### config.mk
export PLATFORM = sky130hd
export DESIGN_NAME = instr_encoder_loader_flat
export DESIGN_NICKNAME = d
export VERILOG_FILES = /design/src/rtl/instr_encoder_loader_if.sv /design/src/rtl/instr_encoder_loader.sv /design/src/flat_wrapper.sv
export SDC_FILE = /design/constraint.sdc
export NUM_CORES = 1
export LEC_CHECK = 0
export CORE_MARGIN = 4
export CORE_UTILIZATION = 48
export DETAILED_ROUTE_END_ITERATION = 6
export GPL_TIMING_DRIVEN = 0
export PLACE_DENSITY = 0.86
export SYNTH_ARGS = -nofsm -noshare
export SYNTH_HDL_FRONTEND = slang
export SYNTH_SLANG_ARGS = --single-unit
### constraint.sdc
create_clock -name clk -period 4.4 [get_ports clk]
set_input_delay 0.88 -clock clk [delete_from_list [all_inputs] [get_ports clk]]
set_output_delay 0.88 -clock clk [all_outputs]
set_load 0.03 [all_outputs]
### src/rtl/instr_encoder_loader_if.sv
// Handshake and memory-write bundle between an instruction source and the loader.
// The master drives session control and instruction fields; the slave returns strobes and status.
interface instr_encoder_loader_if;
  logic        Start;
  logic [31:0] BaseAddr;
  logic        Stop;
  logic        InValid;
  logic        InReady;
  logic [3:0]  Op;
  logic [4:0]  Rs;
  logic [4:0]  Rt;
  logic [4:0]  Rd;
  logic [15:0] Imm;
  logic [25:0] Target;
  logic        MemWrite;
  logic [31:0] MemAddr;
  logic [31:0] MemData;
  logic [7:0]  Count;
  logic        Busy;
  logic        Done;
  logic        Error;

  modport master (
    output Start, BaseAddr, Stop, InValid, Op, Rs, Rt, Rd, Imm, Target,
    input  InReady, MemWrite, MemAddr, MemData, Count, Busy, Done, Error
  );

  modport slave (
    input  Start, BaseAddr, Stop, InValid, Op, Rs, Rt, Rd, Imm, Target,
    output InReady, MemWrite, MemAddr, MemData, Count, Busy, Done, Error
  );
endinterface

### src/rtl/instr_encoder_loader.sv
// Encodes MIPS-style instruction fields into 32-bit words and writes them
// to consecutive instruction-memory addresses, one word per two cycles.
module instr_encoder_loader (
  input  logic                          clk,
  input  logic                          rst_n,
  instr_encoder_loader_if.slave         bus
);

  typedef enum logic [1:0] {
    IDLE  = 2'd0,
    RUN   = 2'd1,
    WRITE = 2'd2,
    DONE  = 2'd3
  } state_t;

  state_t      state_q, state_d;
  logic [31:0] addr_q, addr_d;
  logic [31:0] data_q, data_d;
  logic [7:0]  count_q, count_d;
  logic        error_q, error_d;
  logic        stop_q, stop_d;
  logic        mem_write_q, mem_write_d;
  logic        in_ready_q, in_ready_d;
  logic        busy_q, busy_d;
  logic        done_q, done_d;
  logic        accept_s;

  function automatic logic [31:0] encode(
    input logic [3:0]  op,
    input logic [4:0]  rs,
    input logic [4:0]  rt,
    input logic [4:0]  rd,
    input logic [15:0] imm,
    input logic [25:0] tgt
  );
    case (op)
      4'd0:    encode = {6'b000000, rs, rt, rd, 5'b00000, 6'b100000};
      4'd1:    encode = {6'b000000, rs, rt, rd, 5'b00000, 6'b100010};
      4'd2:    encode = {6'b000000, rs, rt, rd, 5'b00000, 6'b100100};
      4'd3:    encode = {6'b000000, rs, rt, rd, 5'b00000, 6'b100101};
      4'd4:    encode = {6'b000000, rs, rt, rd, 5'b00000, 6'b101010};
      4'd5:    encode = {6'b001000, rs, rt, imm};
      4'd6:    encode = {6'b001101, rs, rt, imm};
      4'd7:    encode = {6'b001100, rs, rt, imm};
      4'd8:    encode = {6'b001010, rs, rt, imm};
      4'd9:    encode = {6'b100011, rs, rt, imm};
      4'd10:   encode = {6'b101011, rs, rt, imm};
      4'd11:   encode = {6'b000100, rs, rt, imm};
      4'd12:   encode = {6'b000101, rs, rt, imm};
      4'd13:   encode = {6'b000111, rs, 5'b00000, imm};
      4'd14:   encode = {6'b000010, tgt};
      default: encode = 32'h0000_0000;
    endcase
  endfunction

  assign accept_s = (state_q == RUN) && bus.InValid && in_ready_q;

  // Next-state and datapath updates; status outputs are decoded from the next state so they register with it.
  always_comb begin
    state_d = state_q;
    addr_d  = addr_q;
    data_d  = data_q;
    count_d = count_q;
    error_d = error_q;
    stop_d  = stop_q;
    case (state_q)
      IDLE: begin
        if (bus.Start) begin
          addr_d  = bus.BaseAddr & 32'hFFFF_FFFC;
          count_d = 8'd0;
          error_d = 1'b0;
          stop_d  = 1'b0;
          state_d = RUN;
        end else begin
          state_d = IDLE;
        end
      end
      RUN: begin
        if (accept_s) begin
          if (bus.Op == 4'd15) begin
            error_d = 1'b1;
            state_d = bus.Stop ? DONE : RUN;
          end else begin
            data_d  = encode(bus.Op, bus.Rs, bus.Rt, bus.Rd, bus.Imm, bus.Target);
            stop_d  = bus.Stop;
            state_d = WRITE;
          end
        end else if (bus.Stop) begin
          state_d = DONE;
        end else begin
          state_d = RUN;
        end
      end
      WRITE: begin
        addr_d  = addr_q + 32'd4;
        count_d = count_q + 8'd1;
        stop_d  = 1'b0;
        // A Stop seen during the write cycle is honoured just like a latched one.
        if (stop_q || bus.Stop || (count_q == 8'd254)) begin
          state_d = DONE;
        end else begin
          state_d = RUN;
        end
      end
      DONE: begin
        stop_d  = 1'b0;
        state_d = IDLE;
      end
      default: begin
        stop_d  = 1'b0;
        state_d = IDLE;
      end
    endcase

    mem_write_d = (state_d == WRITE);
    in_ready_d  = (state_d == RUN);
    busy_d      = (state_d != IDLE);
    done_d      = (state_d == DONE);
  end

  // State, datapath and registered output flops.
  always_ff @(posedge clk or negedge rst_n) begin
    if (!rst_n) begin
      state_q     <= IDLE;
      addr_q      <= 32'h0000_0000;
      data_q      <= 32'h0000_0000;
      count_q     <= 8'd0;
      error_q     <= 1'b0;
      stop_q      <= 1'b0;
      mem_write_q <= 1'b0;
      in_ready_q  <= 1'b0;
      busy_q      <= 1'b0;
      done_q      <= 1'b0;
    end else begin
      state_q     <= state_d;
      addr_q      <= addr_d;
      data_q      <= data_d;
      count_q     <= count_d;
      error_q     <= error_d;
      stop_q      <= stop_d;
      mem_write_q <= mem_write_d;
      in_ready_q  <= in_ready_d;
      busy_q      <= busy_d;
      done_q      <= done_d;
    end
  end

  assign bus.MemWrite = mem_write_q;
  assign bus.MemAddr  = addr_q;
  assign bus.MemData  = data_q;
  assign bus.Count    = count_q;
  assign bus.Error    = error_q;
  assign bus.InReady  = in_ready_q;
  assign bus.Busy     = busy_q;
  assign bus.Done     = done_q;

endmodule

### src/flat_wrapper.sv
// flat-port wrapper written by rule: the top's interface ports become plain ports
module instr_encoder_loader_flat 
  (clk, rst_n, bus_Start, bus_BaseAddr, bus_Stop, bus_InValid, bus_Op, bus_Rs, bus_Rt, bus_Rd, bus_Imm, bus_Target, bus_InReady, bus_MemWrite, bus_MemAddr, bus_MemData, bus_Count, bus_Busy, bus_Done, bus_Error);
  instr_encoder_loader_if bus_i ();
  input  logic clk;
  input  logic rst_n;
  input wire logic [$bits(bus_i.Start)-1:0] bus_Start;
  input wire logic [$bits(bus_i.BaseAddr)-1:0] bus_BaseAddr;
  input wire logic [$bits(bus_i.Stop)-1:0] bus_Stop;
  input wire logic [$bits(bus_i.InValid)-1:0] bus_InValid;
  input wire logic [$bits(bus_i.Op)-1:0] bus_Op;
  input wire logic [$bits(bus_i.Rs)-1:0] bus_Rs;
  input wire logic [$bits(bus_i.Rt)-1:0] bus_Rt;
  input wire logic [$bits(bus_i.Rd)-1:0] bus_Rd;
  input wire logic [$bits(bus_i.Imm)-1:0] bus_Imm;
  input wire logic [$bits(bus_i.Target)-1:0] bus_Target;
  output wire logic [$bits(bus_i.InReady)-1:0] bus_InReady;
  output wire logic [$bits(bus_i.MemWrite)-1:0] bus_MemWrite;
  output wire logic [$bits(bus_i.MemAddr)-1:0] bus_MemAddr;
  output wire logic [$bits(bus_i.MemData)-1:0] bus_MemData;
  output wire logic [$bits(bus_i.Count)-1:0] bus_Count;
  output wire logic [$bits(bus_i.Busy)-1:0] bus_Busy;
  output wire logic [$bits(bus_i.Done)-1:0] bus_Done;
  output wire logic [$bits(bus_i.Error)-1:0] bus_Error;
  assign bus_i.Start = bus_Start;
  assign bus_i.BaseAddr = bus_BaseAddr;
  assign bus_i.Stop = bus_Stop;
  assign bus_i.InValid = bus_InValid;
  assign bus_i.Op = bus_Op;
  assign bus_i.Rs = bus_Rs;
  assign bus_i.Rt = bus_Rt;
  assign bus_i.Rd = bus_Rd;
  assign bus_i.Imm = bus_Imm;
  assign bus_i.Target = bus_Target;
  assign bus_InReady = bus_i.InReady;
  assign bus_MemWrite = bus_i.MemWrite;
  assign bus_MemAddr = bus_i.MemAddr;
  assign bus_MemData = bus_i.MemData;
  assign bus_Count = bus_i.Count;
  assign bus_Busy = bus_i.Busy;
  assign bus_Done = bus_i.Done;
  assign bus_Error = bus_i.Error;
  instr_encoder_loader u_core (.clk(clk), .rst_n(rst_n), .bus(bus_i));
endmodule
Word level (Yosys, flattened, before mapping)
Index checks and enable logic that the tools add are counted.
Word-level totals
  register bits: 80
  bits in latches: 0
  bits in writable memories: 0
  ROM bits: 0
  output and inout bits: 77
  logic and storage cells: 71
  memories: 0
Operators by class
  add/sub/neg operators: 2
  multiply operators: 0
  divide/modulo/power cells: 0
  magnitude comparators: 0
  eq/ne operators: 26
  shift operators: 0
  multiplexer cells: 18
  bitwise logic cells: 1
  reduce and logical (&&, ||, !) cells: 14
Operator list (number)
  $pmux W32 S15: 1
  $pmux W32 S2: 1
  $add A32 B3 Y32 const B: 1
  $eq A4 B4 Y1 const B: 8
  $mux W32: 1
  $eq A4 B3 Y1 const B: 4
  $pmux W8 S2: 1
  $add A8 B1 Y8 const B: 1
  $eq A2 B2 Y1 const B: 4
  $eq A4 B2 Y1 const B: 2
  $eq A8 B8 Y1 const B: 1
  $mux W2: 4
  $mux W8: 1
  $pmux W2 S4: 1
  $mux W1: 6
  $ne A2 B2 Y1 const B: 3
  $reduce_and A3 Y1: 2
  $reduce_bool A2 Y1: 3
  $eq A2 B1 Y1 const B: 2
  $eq A4 B1 Y1 const B: 1
  $logic_not A4 Y1: 1
  $reduce_and A4 Y1: 1
  $pmux W1 S3: 1
  $logic_and A1 B1 Y1: 2
  7 further kinds: 8

Longest topological paths before layout
  word-level depth: 6
  gate-level depth with buffers: 7

Worst setup path after synthesis
No wires, ideal clock.
  path kind: input to register
  from: input port bus_Op[0]
  to: register u_core.stop_q
  setup time: 0.133 ns
  arrival time: 2.055 ns
  required time: 4.267 ns
  path slack: 2.212 ns
  stages: 7
  path buffers: 2
  cell sequence: clkbuf_1 -> nand4_1 -> nand2_1 -> buf_2 -> mux2_1 -> a22oi_1 -> nor2_1
On the way
  longest elaborated chain between the ends: 3
RTL lines
  from (decl): RTL line flat_wrapper.sv:11  | input wire logic [$bits(bus_i.Op)-1:0] bus_Op;
  $eq A4 B4 Y1: RTL line instr_encoder_loader.sv:80  | if (bus.Op == 4'd15) begin
  $ne A2 B2 Y1 (no source line)
  $reduce_and A3 Y1 (no source line)
  to (signal assigned): RTL line instr_encoder_loader.sv:140  | stop_q <= stop_d;
  to (decl): RTL line instr_encoder_loader.sv:21  | logic stop_q, stop_d;
Every way passes these cells.
A chain may end at the register's enable or synchronous reset.

Final worst setup path
  from: input port bus_Start
  to: register u_core.addr_q[7] (netlist: u_core.bus.MemAddr[7])
On the way
  longest elaborated chain between the ends: 2
RTL lines
  from (decl): RTL line flat_wrapper.sv:7  | input wire logic [$bits(bus_i.Start)-1:0] bus_Start;
  $ne A2 B2 Y1 (no source line)
  $reduce_and A2 Y1 (no source line)
  to (signal assigned): RTL line instr_encoder_loader.sv:136  | addr_q <= addr_d;
  to (decl): RTL line instr_encoder_loader.sv:17  | logic [31:0] addr_q, addr_d;
Every way passes these cells.

==> results_dict.tcl <==
set metrics [dict create \
    outcome "completed" \
    drt-initial-drc-count 316 \
    nets 819 \
    drtAntennaViolNets 0 \
    yosys_warnings 0 \
    hold_viol_final 0 \
    synth-xor-area-share 0.01344 \
    arrival_ps 2890 \
    stdcell_count 852 \
    rows 35 \
    place_congestion 0.9282 \
    yosys_most_used_dff "dfrtp_1" \
    crit_chain "clkdlybuf4s50_1 > clkbuf_1 > nand2_1 > nor2_1 > buf_2 > nor3_1 > a21oi_1" \
    die_w_um 105.5 \
    coreArea_um2 9240 \
    postCtsSetupBuffers 0 \
    io_buffers 166 \
    synth_fa_ha_area_frac 0.008226 \
    fin_area_um2 6651 \
    cts.sinks 77 \
    path_max_fanout 10 \
    timing.rr.start "u_core.bus.MemAddr[2]$_DFFE_PN0P_" \
    cts_root_buf "clkbuf_8" \
    synth_top_family_by_area "simple AND/OR/NAND/NOR gates" \
    cts_hold_buf 0 \
    grtUsageTotal 0.2861 \
    rrSetupSlack_ps 2140 \
    maxSlewHeadroom 0.5835 \
    cts_max_level 3 \
    setup_viol 0 \
    required_ps 4690 \
    min_period_ps 2598 \
    ys_async_sr_fraction 1.000 \
    synthTopCellsByArea "dfrtp_1 42%, nand2_1 5.4%, o21ai_0 5.4%" \
    syn_to_final_growth_pct 45.76 \
    clk_latency_ps 360 \
    ys_top_cells_by_count "77 x dfrtp_1, 66 x nand2_1, 49 x o21ai_0" \
    grt_pass1_wl_um 25580 \
    grt_pass1_vias 4969 \
    fillCellCount 713 \
    fin_ws_ps 1802 \
    via_per_inst 5.991 \
    max-cap-violations 0 \
    synthDominantAreaCellType "dfrtp_1" \
    synthCells 538 \
    syn-cell-area_um2 4563 \
    drt_pass1_iterations 5 \
    vias 5104 \
    synth_seq_cells 77 \
    netlist-cell-type-count 67 \
    worstMarginPinSlew_ps 622.4 \
    period_share 0.5906 \
    placed_cells 836 \
    finalClockSkew_ps 5.751 \
    synthMuxAreaShare 0.004661 \
    boundaryPins 175 \
    cpPeakStageDelay_ps 560 \
    finalSetupTns_ps 0 \
    post_drt_wl_per_cell_um 18.97 \
    worstHoldPathType "in2async" \
    dpl.hpwl_um 12320 \
    drcViolationCount 0 \
    leakagePower_nw 2.633 \
    path_clk_slew_ps 80 \
    r2r-end "u_core.bus.MemAddr[28]$_DFFE_PN0P_" \
    start_kind "input port" \
    antenna_cells 0 \
    max_freq_mhz 384.8 \
    ctsResizeCount 0 \
    syn-mean-instance-area_um2 8.482 \
    synth_edf_count 0 \
    yosysSeqAreaShare 0.4223 \
    pre_cts_ws_ps 1460 \
    slowest_stage "clkdlybuf4s50_1" \
    numCtsBuffers 9 \
    layout-drive-gt1-share 0.06362 \
    power_density_nw_per_um2 666.2 \
    die_area_um2 11130 \
    endpoint_kind "register" \
    drv_slew 0 \
    r2r_cells 7 \
    fp.dieH_um 105.5 \
    placed_area_um2 6419 \
    ir_worst_vdd_mv 0.4873 \
    rsz0062_at_grt "no" \
    cts_tree "done" \
    synth_top_area_share 0.4223 \
    grt_max_degree 61 \
    overflow 0 \
    path_class "in2reg" \
    synth-simple-area-share 0.2531 \
    synth-compound-area-share 0.2443 \
    finalPower_mw 4.431 \
    antenna_found_initial 0 \
    wl_um 16160 \
    synthMostInstantiatedCell "dfrtp_1" \
    utilization 0.7198 \
    clk_path_buf_depth 2 \
    initial_utilization 0.4938 \
    fin_hold_ws_ps 379.8 \
]
registers in the layout, indices dropped and copies added, names as in the netlist:
register	count
u_core.bus.Busy	1
u_core.bus.Count	8
u_core.bus.Done	1
u_core.bus.Error	1
u_core.bus.InReady	1
u_core.bus.MemAddr	30
u_core.bus.MemData	31
u_core.bus.MemWrite	1
u_core.state_q	2
u_core.stop_q	1
logic make-up (layout without fill, tap and decap cells):
group,Yosys count,in the layout
DFF,77,77
other,1,3
muxes,2,2
AOI/OAI and AO/OA,174,174
and+or+nand+nor,219,219
buffers and inverters,55,238
xor gates and xnor gates,7,7
adders and majority gates,3,3
power breakdown:
group	internal [mW]	switching, mW
sequential	1.01	0.340
combinational	0.974	1.47
clock	0.352	0.279
worst max path at each step:
stage	start	depth (start not counted)	end	slack (ps)
after global placement	rst_n	1	u_core.bus.MemAddr[26]$_DFFE_PN0P_	-240
after detailed placement	bus_Op[1]	8	u_core.bus.MemData[15]$_DFFE_PN0P_	1460
after floorplan	bus_Op[0]	7	u_core.stop_q$_DFFE_PN0P_	2210
after global routing	bus_Op[1]	8	u_core.bus.MemData[15]$_DFFE_PN0P_	1680
after CTS	bus_Op[1]	8	u_core.bus.MemData[15]$_DFFE_PN0P_	1840
final	bus_Start	7	u_core.bus.MemAddr[7]$_DFFE_PN0P_	1800
per-layer routing:
layer	track usage	vias up	wire, um
li1	-	2343	-
met1	0.3506	2427	6305
met2	0.4841	288	7894
met3	0.06552	46	1447
met4	0.1212	0	515
met5	0	-	0
critical path: cells and delay by family:
kind / cells / cell delay (ps)
AO/OA/AOI/OAI: 1 / 120
buffers and inverters: 3 / 1210
AND/OR/NAND/NOR: 3 / 670
layout by cell type, fill, tap and decap left out, drive strengths merged, types with 7 or more instances in the layout:
cell,n
dfrtp,77
nand2,66
nand4,12
buf,23
nor3b,11
clkdlybuf4s50,165
nand2b,8
nand3,21
o22a,9
inv,12
a22oi,21
clkbuf,33
nor2,47
o21ai,50
a31oi,7
a21oi,42
nor3,20
cell type report:
class,count,area (um2),area share
inverter,12,45.04,0.006772
clock buffer,11,151.4,0.02276
clock inverter,5,81.33,0.01223
buffer,43,197.7,0.02972
multi-input combinational,408,2401,0.3610
sequential,77,1927,0.2897
tap,129,161.4,0.02427
timing repair buffer,167,1687,0.2536
(Power assumes the default switching activity.)
